$ cat src/rtl/ifu_pkg.sv
// Shared types and constants for the prefetching instruction fetch unit.
package ifu_pkg;

    localparam int          INSTR_BYTES = 4;
    localparam logic [31:0] NOP_INSTR   = 32'h0000_0013;

    typedef enum logic [1:0] {
        IDLE,
        WAIT_GNT,
        WAIT_RSP
    } fetch_state_e;

    typedef struct packed {
        logic [31:0] pc;
        logic [31:0] instr;
    } fq_entry_t;

endpackage

$ cat src/rtl/ifu_fetch_queue.sv
// Synchronous FIFO of fetched {pc, instr} entries; flush wins over push and pop.
module ifu_fetch_queue
    import ifu_pkg::*;
#(
    parameter int  FQ_DEPTH = 4,
    parameter type entry_t  = fq_entry_t
) (
    input  logic                      clk,
    input  logic                      reset,
    input  logic                      flush,
    input  logic                      push,
    input  entry_t                    push_data,
    input  logic                      pop,
    output entry_t                    head,
    output logic                      empty,
    output logic [$clog2(FQ_DEPTH):0] count
);

    localparam int AW = $clog2(FQ_DEPTH);
    localparam int CW = AW + 1;

    entry_t          mem [FQ_DEPTH];
    logic [AW-1:0]   wr_ptr;
    logic [AW-1:0]   rd_ptr;
    logic            do_push;
    logic            do_pop;

    assign empty   = (count == '0);
    assign do_pop  = pop && !empty;
    assign do_push = push && (count != CW'(FQ_DEPTH));
    assign head    = mem[rd_ptr];

    always_ff @(posedge clk) begin
        if (reset || flush) begin
            wr_ptr <= '0;
            rd_ptr <= '0;
            count  <= '0;
        end else begin
            if (do_push) wr_ptr <= wr_ptr + 1'b1;
            if (do_pop)  rd_ptr <= rd_ptr + 1'b1;
            count <= count + CW'(do_push) - CW'(do_pop);
        end
    end

    // Storage needs no reset: count gates every read of it.
    always_ff @(posedge clk) begin
        if (do_push && !flush) mem[wr_ptr] <= push_data;
    end

endmodule

$ cat src/rtl/ifu_prefetch.sv
// Instruction fetch unit with prefetch queue and flush-on-redirect.
// Optional saturating perf counters under IFU_PREFETCH_PERF_EN.
module ifu_prefetch
    import ifu_pkg::*;
#(
    parameter int               XLEN     = 32,
    parameter int               ILEN     = 32,
    parameter logic [XLEN-1:0]  RESET_PC = '0,
    parameter int               FQ_DEPTH = 4
) (
    input  logic            clk,
    input  logic            reset,
    input  logic            stall,
    input  logic            redirect_valid,
    input  logic [XLEN-1:0] redirect_pc,
    output logic            imem_req,
    output logic [XLEN-1:0] imem_addr,
    input  logic            imem_gnt,
    input  logic            imem_rvalid,
    input  logic [ILEN-1:0] imem_rdata,
    output logic            if_valid,
    output logic [XLEN-1:0] if_pc,
    output logic [ILEN-1:0] if_instr,
    input  logic            if_ready
`ifdef IFU_PREFETCH_PERF_EN
   ,output logic [31:0]     perf_fetched,
    output logic [31:0]     perf_flushed
`endif
);

    localparam int CW = $clog2(FQ_DEPTH) + 1;

    typedef struct packed {
        logic [XLEN-1:0] pc;
        logic [ILEN-1:0] instr;
    } entry_t;

    fetch_state_e    state_q, state_d;
    logic [XLEN-1:0] fetch_pc_q;
    logic [XLEN-1:0] req_pc_q;
    logic            drop_q;
    logic [CW-1:0]   fq_count;
    logic [CW-1:0]   occ_next;
    logic            fq_empty;
    entry_t          fq_head;
    entry_t          fq_in;
    logic            gnt_ok, rsp, push, pop, can_issue;

    assign gnt_ok = (state_q == WAIT_GNT) && imem_gnt && !redirect_valid;
    assign rsp    = (state_q == WAIT_RSP) && imem_rvalid;
    assign push   = rsp && !drop_q && !redirect_valid;
    assign pop    = if_valid && if_ready && !redirect_valid;

    // Occupancy after this edge; the slot for the next request must already be free.
    assign occ_next  = fq_count + CW'(push) - CW'(pop);
    assign can_issue = !stall && !redirect_valid && (occ_next < CW'(FQ_DEPTH));

    always_comb begin
        state_d = state_q;
        case (state_q)
            IDLE:     if (can_issue) state_d = WAIT_GNT;
            WAIT_GNT: begin
                if (redirect_valid) state_d = IDLE;
                else if (imem_gnt)  state_d = WAIT_RSP;
            end
            WAIT_RSP: if (imem_rvalid) state_d = can_issue ? WAIT_GNT : IDLE;
            default:  state_d = IDLE;
        endcase
    end

    always_ff @(posedge clk) begin
        if (reset) begin
            state_q    <= IDLE;
            fetch_pc_q <= RESET_PC;
            req_pc_q   <= '0;
            drop_q     <= 1'b0;
        end else begin
            state_q <= state_d;
            if (redirect_valid)
                fetch_pc_q <= redirect_pc & ~XLEN'(INSTR_BYTES - 1);
            else if (gnt_ok)
                fetch_pc_q <= fetch_pc_q + XLEN'(INSTR_BYTES);
            if (gnt_ok) req_pc_q <= fetch_pc_q;
            // Redirect before the response lands: swallow whatever comes back.
            if (redirect_valid && (state_q == WAIT_RSP) && !imem_rvalid)
                drop_q <= 1'b1;
            else if (rsp)
                drop_q <= 1'b0;
        end
    end

    assign imem_req  = (state_q == WAIT_GNT) && !redirect_valid;
    assign imem_addr = fetch_pc_q;

    assign fq_in.pc    = req_pc_q;
    assign fq_in.instr = imem_rdata;

    ifu_fetch_queue #(
        .FQ_DEPTH (FQ_DEPTH),
        .entry_t  (entry_t)
    ) u_fq (
        .clk       (clk),
        .reset     (reset),
        .flush     (redirect_valid),
        .push      (push),
        .push_data (fq_in),
        .pop       (pop),
        .head      (fq_head),
        .empty     (fq_empty),
        .count     (fq_count)
    );

    assign if_valid = !fq_empty;
    assign if_pc    = fq_head.pc;
    assign if_instr = fq_empty ? ILEN'(NOP_INSTR) : fq_head.instr;

`ifdef IFU_PREFETCH_PERF_EN
    logic [32:0] flushed_sum;
    assign flushed_sum = {1'b0, perf_flushed} + 33'(fq_count) + 33'd1;

    always_ff @(posedge clk) begin
        if (reset) begin
            perf_fetched <= '0;
            perf_flushed <= '0;
        end else begin
            if (push && (perf_fetched != '1)) perf_fetched <= perf_fetched + 32'd1;
            if (redirect_valid) perf_flushed <= flushed_sum[32] ? '1 : flushed_sum[31:0];
        end
    end
`endif

endmodule

$ cat config.mk
export PLATFORM = sky130hd
export DESIGN_NAME = ifu_prefetch
export DESIGN_NICKNAME = d
export VERILOG_FILES = /design/src/rtl/ifu_pkg.sv /design/src/rtl/ifu_fetch_queue.sv /design/src/rtl/ifu_prefetch.sv
export SDC_FILE = /design/constraint.sdc
export NUM_CORES = 1
export LEC_CHECK = 0
export BUFFER_PORTS_ARGS = -buffer_cell sky130_fd_sc_hd__buf_4
export CAP_MARGIN = 15
export CORE_UTILIZATION = 37
export CTS_CLUSTER_DIAMETER = 200
export DETAILED_ROUTE_END_ITERATION = 6
export SYNTH_ARGS = -nofsm -noshare
export SYNTH_HDL_FRONTEND = slang
export SYNTH_SLANG_ARGS = --single-unit
$ cat constraint.sdc
create_clock -name clk -period 3.3 [get_ports clk]
set_input_delay 0.66 -clock clk [delete_from_list [all_inputs] [get_ports clk]]
set_output_delay 0.66 -clock clk [all_outputs]
set_load 0.02 [all_outputs]
==> results of run 1 <==
## per-layer routing
| metal | GRT usage [%] | wire length [um] |
|---|---|---|
| met5 | 0 | 13 |
| met4 | 4.16 | 465 |
| met3 | 3.41 | 1730 |
| met2 | 25.5 | 13200 |
| met1 | 22.4 | 12900 |
## final cells by class
cell class	count	share of cell area, %
clock buffer	43	5.94
clock inverter	19	0.858
inverter	24	0.572
multi-input combinational	405	22.7
sequential	320	56.5
tap	448	3.56
timing repair buffer	188	9.91
## logic make-up (layout without fill, tap and decap cells)
logic type | after synthesis | count (layout) | share of synthesized area (%)
adder cells (fa/ha/maj) | 10 | 10 | 1.04
flip-flops | 320 | 320 | 69.8
multiplexers | 65 | 65 | 11.2
other | 1 | 4 | 0.0295
XOR/XNOR | 16 | 16 | 1.10
AO/OA/AOI/OAI | 88 | 88 | 4.72
AND/OR/NAND/NOR | 222 | 222 | 9.56
buffers and inverters | 77 | 274 | 2.52
## power groups by stage
stage	sequential [mW]	combinational [mW]	clock, mW
after floorplan	4.50	0.117	0
after global placement	4.49	0.296	0
after detailed placement	4.49	0.300	0
after CTS	4.41	0.301	3.71
after global routing	4.41	0.323	3.86
final	4.41	0.298	3.62
## state kept, by name (all words and copies together), names as in the netlist, named ones only
name         cells
drop_q           1
req_pc_q        30
u_fq.count       3
state_q          2
u_fq.rd_ptr      2
u_fq.mem       248
imem_addr       30
u_fq.wr_ptr      2
## through the flow
| step | instances | power [mW] | util, % | hold WS [ns] |
|---|---|---|---|---|
| 4_1_cts | 1447 | 8.42 | 46.7 | 0.327 |
| 2_1_floorplan | 802 | 4.62 | - | 0.460 |
| 3_5_place_dp | 1385 | 4.79 | 43.6 | 0.491 |
| 6_report | 1447 | 8.33 | 46.7 | 0.347 |
| 5_1_grt | 1447 | 8.59 | 46.7 | 0.333 |
| 3_3_place_gp | 1385 | 4.79 | 43.6 | 0.479 |
## worst paths after layout
kind,startpoint,endpoint,slack [ns],cells after the start
setup / recovery,flop,if_instr[29],0.31,4
hold / removal,imem_rdata[30],u_fq.mem[2][30]$_DFFE_PP_,0.35,1
setup reg to reg,imem_addr[8]$_SDFFE_PP0P_,imem_addr[25]$_SDFFE_PP0P_,1.03,4
hold reg to reg,req_pc_q[6]$_SDFFE_PP0P_,req_pc_q[6]$_SDFFE_PP0P_,0.49,2
## placed cells by master (no fill, tap or decap), drive strengths merged, types with 11 or more instances in the layout
cell type,netlist,routed
nor2,28,28
a2111oi,12,12
xnor2,11,11
a211oi,15,15
nor2b,35,35
dfxtp,72,72
clkbuf,37,43
a21oi,36,36
inv,23,26
mux4,62,62
nand4,15,15
and4,12,12
edfxtp,248,248
clkinv,1,13
buf,16,188
nand2,74,74
==> impl_metrics.csv, run 1 <==
group,metric,value,unit
clock_network,cts_tree,"built",
setup_path,cp_max_fo,20,
logic_synthesis,yosys.area.top_type,"edfxtp_1",
sta,setup_viol,0,
placement,place_ws,0.539,ns
pwr,power_switching,1.75,mW
final_layout,seqCellArea,8900,um2
setup_path,cp_cell_sequence,"buf_4, mux4_2, nor2b_1, buf_4",
logic_synthesis,async_flop_share,0,%
setup_path,cp_slowest_cell,"dfxtp_4",
logic_synthesis,avgSynthCellArea,15.9,um2
logic_synthesis,synth_area,12700,um2
clock_network,cts.sinks,320,
logic_synthesis,synth_cells,799,
sta,clock_skew,0.0148,ns
job,cap_violations,0,
sta,rsz0062_at_grt,"false",
final_layout,drive_above_1_share,32.3,%
routing,wirelength,28.3,mm
logic_synthesis,yosys_warnings,0,
final_layout,multi_input_area,3570,um2
die,rows,67,
setup_path,crit_buf_inv,2,
logic_synthesis,synth_seq_cells,320,
clock_network,cts_root_buf,"clkbuf_16",
pwr,power.density,529,nW/um2
pwr,pwr-share-seq,52.9,%
sta,relSlewSlack,60.5,%
pwr,internal-power,6.58,mW
placement,gp_congestion,0.755,
clock_network,clk_path_buf_depth,3,
clock_network,clock_latency,0.51,ns
setup_path,crit_family,"flip-flops",
die,initial_utilization,37.8,%
setup_path,crit_type,"flop to primary output",
placement,dp_hpwl,18.3,mm
setup_path,worstPathRequired,2.64,ns
global_route,overflow,0,
sta,max_freq,334,MHz
logic_synthesis,yosys-top-cells-count,"edfxtp_1, nand2_1, dfxtp_1",
clock_network,holdBufCountCts,0,
logic_synthesis,synth.area.top_cells,"edfxtp_1, dfxtp_1, mux4_2",
setup_path,crit_top_cell,"buf_4",
setup_path,cp-start-kind,"flop",
die,dieWidth,187,um
clock_network,cts.clk_slew.worst_paths,0.06,ns
sta,finalSetupTns,0,ns
logic_synthesis,yosys_most_used_dff,"edfxtp_1",
pwr,swShare,21.0,%
routing,postRouteAntennaNets,0,
sta,worst_pin_slew,0.593,ns
logic_synthesis,synth_top_area_share,58.5,%
final_layout,fill_cells,2992,
routing,drt_iter0_drc,457,
sta,drv_slew,0,
sta,fin_crit_sh,90.7,%
pwr,cellLeakagePower,5.29,nW
outcome,status,"finished clean",
setup_path,end_kind,"primary output",
pwr,clkPwrFrac,43.5,%
clock_network,htreeDepth,2,
pwr,ir_worst_vdd,0.341,mV
setup_path,worstPathArrival,2.33,ns
routing,routedWlPerCell,19.6,um
logic_synthesis,synth.most_common_cell,"edfxtp_1",
clock_network,cts_setup_buffers,0,
die,io_pins,169,
global_route,antenna_found_initial,1,
die,die_area,35200,um2
sta,finalHoldViolCount,0,
clock_network,cts_buffers,35,
final_layout,fin_area,15700,um2
logic_synthesis,synth-edff-count,248,
logic_synthesis,synth.distinct_cells,59,
global_route,grt_usage,16.0,%
pwr,combPwrFrac,3.6,%
routing,avgViaCountPerCell,5.11,
setup_path,cpPeakStageDelay,0.64,ns
routing,drc,0,
placement,port_buffers,162,
final_layout,diodes,0,
hold_path,worstHoldPathType,"primary input to flop",
routing,num_vias,7391,
global_route,grt_max_degree,52,
global_route,grt_pass1_wl,43.6,mm
routing,dr.pass1.iters,5,
final_layout,layout.nets,1055,
logic_synthesis,ys_seq_area_share,69.8,%
final_layout,syn_to_final_growth,23.7,%
clock_network,ctsResizeCount,0,
die,core_area,33700,um2
die,die_y,187,um
sta,fin_ws,0.308,ns
global_route,grt_pass1_vias,7396,
sta,period_needed,2.99,ns
placement,place_area,14700,um2
No activity file was read; power rests on OpenSTA's default activity.
==> run 2, diff against run 1 <==
--- a/config.mk
+++ b/config.mk
@@ -5,11 +5,14 @@
 export SDC_FILE = /design/constraint.sdc
 export NUM_CORES = 1
 export LEC_CHECK = 0
+export ABC_AREA = 0
 export BUFFER_PORTS_ARGS = -buffer_cell sky130_fd_sc_hd__buf_4
 export CAP_MARGIN = 15
 export CORE_UTILIZATION = 37
 export CTS_CLUSTER_DIAMETER = 200
 export DETAILED_ROUTE_END_ITERATION = 6
+export PLACE_DENSITY = 0.54
 export SYNTH_ARGS = -nofsm -noshare
 export SYNTH_HDL_FRONTEND = slang
+export SYNTH_HIERARCHICAL = 1
 export SYNTH_SLANG_ARGS = --single-unit
==> run 2 against run 1 <==
Effect of this change:
- die area is 3.6% higher
- sequential cell count is 8 higher
- first-iteration DRC count is 11% higher
- maximum frequency is 1.2% lower
- critical endpoint is now if_instr[30]
- largest cell class unchanged
- critical path depth stayed put
==> impl_metrics.csv, run 2 <==
group,metric,value,unit
final_layout,syn_to_final_growth,23.9,%
setup_path,end_kind,"primary output",
final_layout,layout.nets,1086,
setup_path,crit_type,"flop to primary output",
final_layout,top_register,"u_fq/mem",
setup_path,r2r_end,"u_fq/count[2]$_SDFF_PP0_",
setup_path,cp-start-kind,"flop",
pwr,clkPwrFrac,47.4,%
clock_network,htreeDepth,2,
pwr,cellLeakagePower,5.16,nW
routing,avgViaCountPerCell,5.11,
outcome,status,"finished clean",
clock_network,clock_latency,0.52,ns
setup_path,r2r_slack,0.62,ns
die,die_area,36400,um2
logic_synthesis,synth.area.top_cells,"edfxtp_1, dfxtp_1, mux4_2",
logic_synthesis,async_flop_share,0,%
final_layout,layout_commonest_cell,"edfxtp_1",
logic_synthesis,synth_seq_cells,328,
die,initial_utilization,37.9,%
logic_synthesis,synth_cells,818,
routing,routedWlPerCell,19.5,um
final_layout,final_cell_mix,"edfxtp_1, buf_4, nand2_1",
routing,drc,0,
sta,worst_pin_slew,0.601,ns
clock_network,cts.sinks,328,
pwr,power_switching,1.84,mW
routing,postRouteAntennaNets,0,
die,rows,68,
routing,wirelength,29.0,mm
global_route,antenna_found_initial,0,
final_layout,drive_above_1_share,31.1,%
final_layout,largest_reg_flops,256,
logic_synthesis,ys_seq_area_share,69.2,%
die,die_y,191,um
global_route,grt_max_degree,52,
die,io_pins,169,
final_layout,final_util,47.0,%
logic_synthesis,avgSynthCellArea,16.1,um2
global_route,grt_usage,16.0,%
clock_network,cts_root_buf,"clkbuf_16",
final_layout,fill_cells,3021,
clock_network,cts.clk_slew.worst_paths,0.06,ns
sta,relSlewSlack,59.9,%
sta,max_freq,330,MHz
logic_synthesis,synth-edff-count,256,
hold_path,hold_depth,2,
pwr,swShare,20.1,%
logic_synthesis,yosys_warnings,6,
logic_synthesis,synth.distinct_cells,60,
placement,dp_hpwl,18.0,mm
pwr,power.density,557,nW/um2
pwr,internal-power,7.28,mW
clock_network,ctsResizeCount,0,
logic_synthesis,synth_area,13200,um2
sta,period_needed,3.03,ns
placement,gp_congestion,0.795,
logic_synthesis,yosys_most_used_dff,"edfxtp_1",
routing,dr.pass1.iters,7,
sta,fin_crit_sh,91.7,%
final_layout,diodes,0,
clock_network,cts_tree,"built",
sta,clock_skew,0.0166,ns
clock_network,cts_buffers,38,
hold_path,hp-start,"imem_rvalid",
pwr,pwr-share-seq,49.5,%
die,dieWidth,191,um
logic_synthesis,synth_top_area_share,58.2,%
routing,num_vias,7605,
setup_path,worstPathRequired,2.64,ns
setup_path,r2r_cells,11,
hold_path,worstHoldPathType,"primary input to flop",
job,cap_violations,0,
sta,drv_slew,0,
global_route,grt_pass1_vias,7683,
sta,setup_viol,0,
setup_path,r2r-start,"u_fq/count[1]$_SDFF_PP0_",
setup_path,cp_max_fo,26,
pwr,combPwrFrac,3.0,%
placement,port_buffers,164,
global_route,grt_pass1_wl,45.0,mm
hold_path,min_to,"drop_q$_SDFFE_PP0P_",
setup_path,worstPathArrival,2.37,ns
sta,fin_hold_ws,0.341,ns
logic_synthesis,yosys-top-cells-count,"edfxtp_1, nand2_1, dfxtp_1",
logic_synthesis,synth.most_common_cell,"edfxtp_1",
sta,finalHoldViolCount,0,
sta,rsz0062_at_grt,"false",
logic_synthesis,yosys.area.top_type,"edfxtp_1",
die,core_area,34800,um2
pwr,ir_worst_vdd,0.296,mV
routing,drt_iter0_drc,505,
clock_network,clk_path_buf_depth,3,
clock_network,cts_setup_buffers,0,
global_route,overflow,0,
clock_network,holdBufCountCts,0,
==> run 2: worst max path at each step <==
stage	from	endpoint	slack, ns	depth (start not counted)
2_1_floorplan	redirect_valid	u_fq/mem[0][0]$_DFFE_PP_	-0.16	5
3_3_place_gp	redirect_valid	u_fq/count[2]$_SDFF_PP0_	0.51	12
3_5_place_dp	redirect_valid	u_fq/count[2]$_SDFF_PP0_	0.49	12
4_1_cts	flop	if_instr[30]	0.17	4
5_1_grt	flop	if_instr[30]	0.10	4
6_report	flop	if_instr[30]	0.27	4
==> run 2: cell type report <==
cell class	instances	area (um2)	area share, %
Inverter	13	48.8	0.298
Tap cell	455	569	3.48
Timing Repair Buffer	188	1500	9.17
Sequential cell	328	9140	55.9
Clock inverter	20	285	1.74
Multi-Input combinational cell	436	3780	23.1
Clock buffer	49	1030	6.32
==> run 2: metrics by stage <==
step / setup WS, ns / area (um2) / instances / setup TNS [ns] / power [mW]
2_1_floorplan: -0.158 / 13300 / 827 / -34.87 / 4.71
3_3_place_gp: 0.511 / 15000 / 1420 / 0 / 4.87
3_5_place_dp: 0.485 / 15000 / 1420 / 0 / 4.88
4_1_cts: 0.175 / 16400 / 1489 / 0 / 9.23
5_1_grt: 0.104 / 16400 / 1489 / 0 / 9.42
6_report: 0.273 / 16400 / 1489 / 0 / 9.11
==> run 2: routing by layer <==
metal	part of all wire [%]	wire length [um]	track usage [%]
met1	47	13500	23.2
met2	45	13100	24.5
met3	6.8	1980	3.46
met4	1.3	368	3.97
met5	0	0	0
==> run 2: cell families after synthesis <==
| family | synth area share [%] |
|---|---|
| simple gates | 9.74 |
| mux | 11.3 |
| compound gates | 4.61 |
| xor+xnor | 1.06 |
| flops | 69.2 |
| fa+ha+maj | 1.00 |
| other cells | 0.0284 |
| buf+inv | 3.05 |
==> run 2: power by group through the flow <==
stage	sequential, mW	clock [mW]	combinational (mW)
2_1_floorplan	4.60	0	0.107
3_3_place_gp	4.60	0	0.276
3_5_place_dp	4.60	0	0.279
4_1_cts	4.51	4.44	0.280
5_1_grt	4.52	4.60	0.301
6_report	4.51	4.32	0.278
==> run 2: worst max-delay path: stages (launching register included) <==
cell and delay, ns:
dfxtp_4 0.73, buf_4 0.28, mux4_2 0.50, nor2b_1 0.15, buf_4 0.17
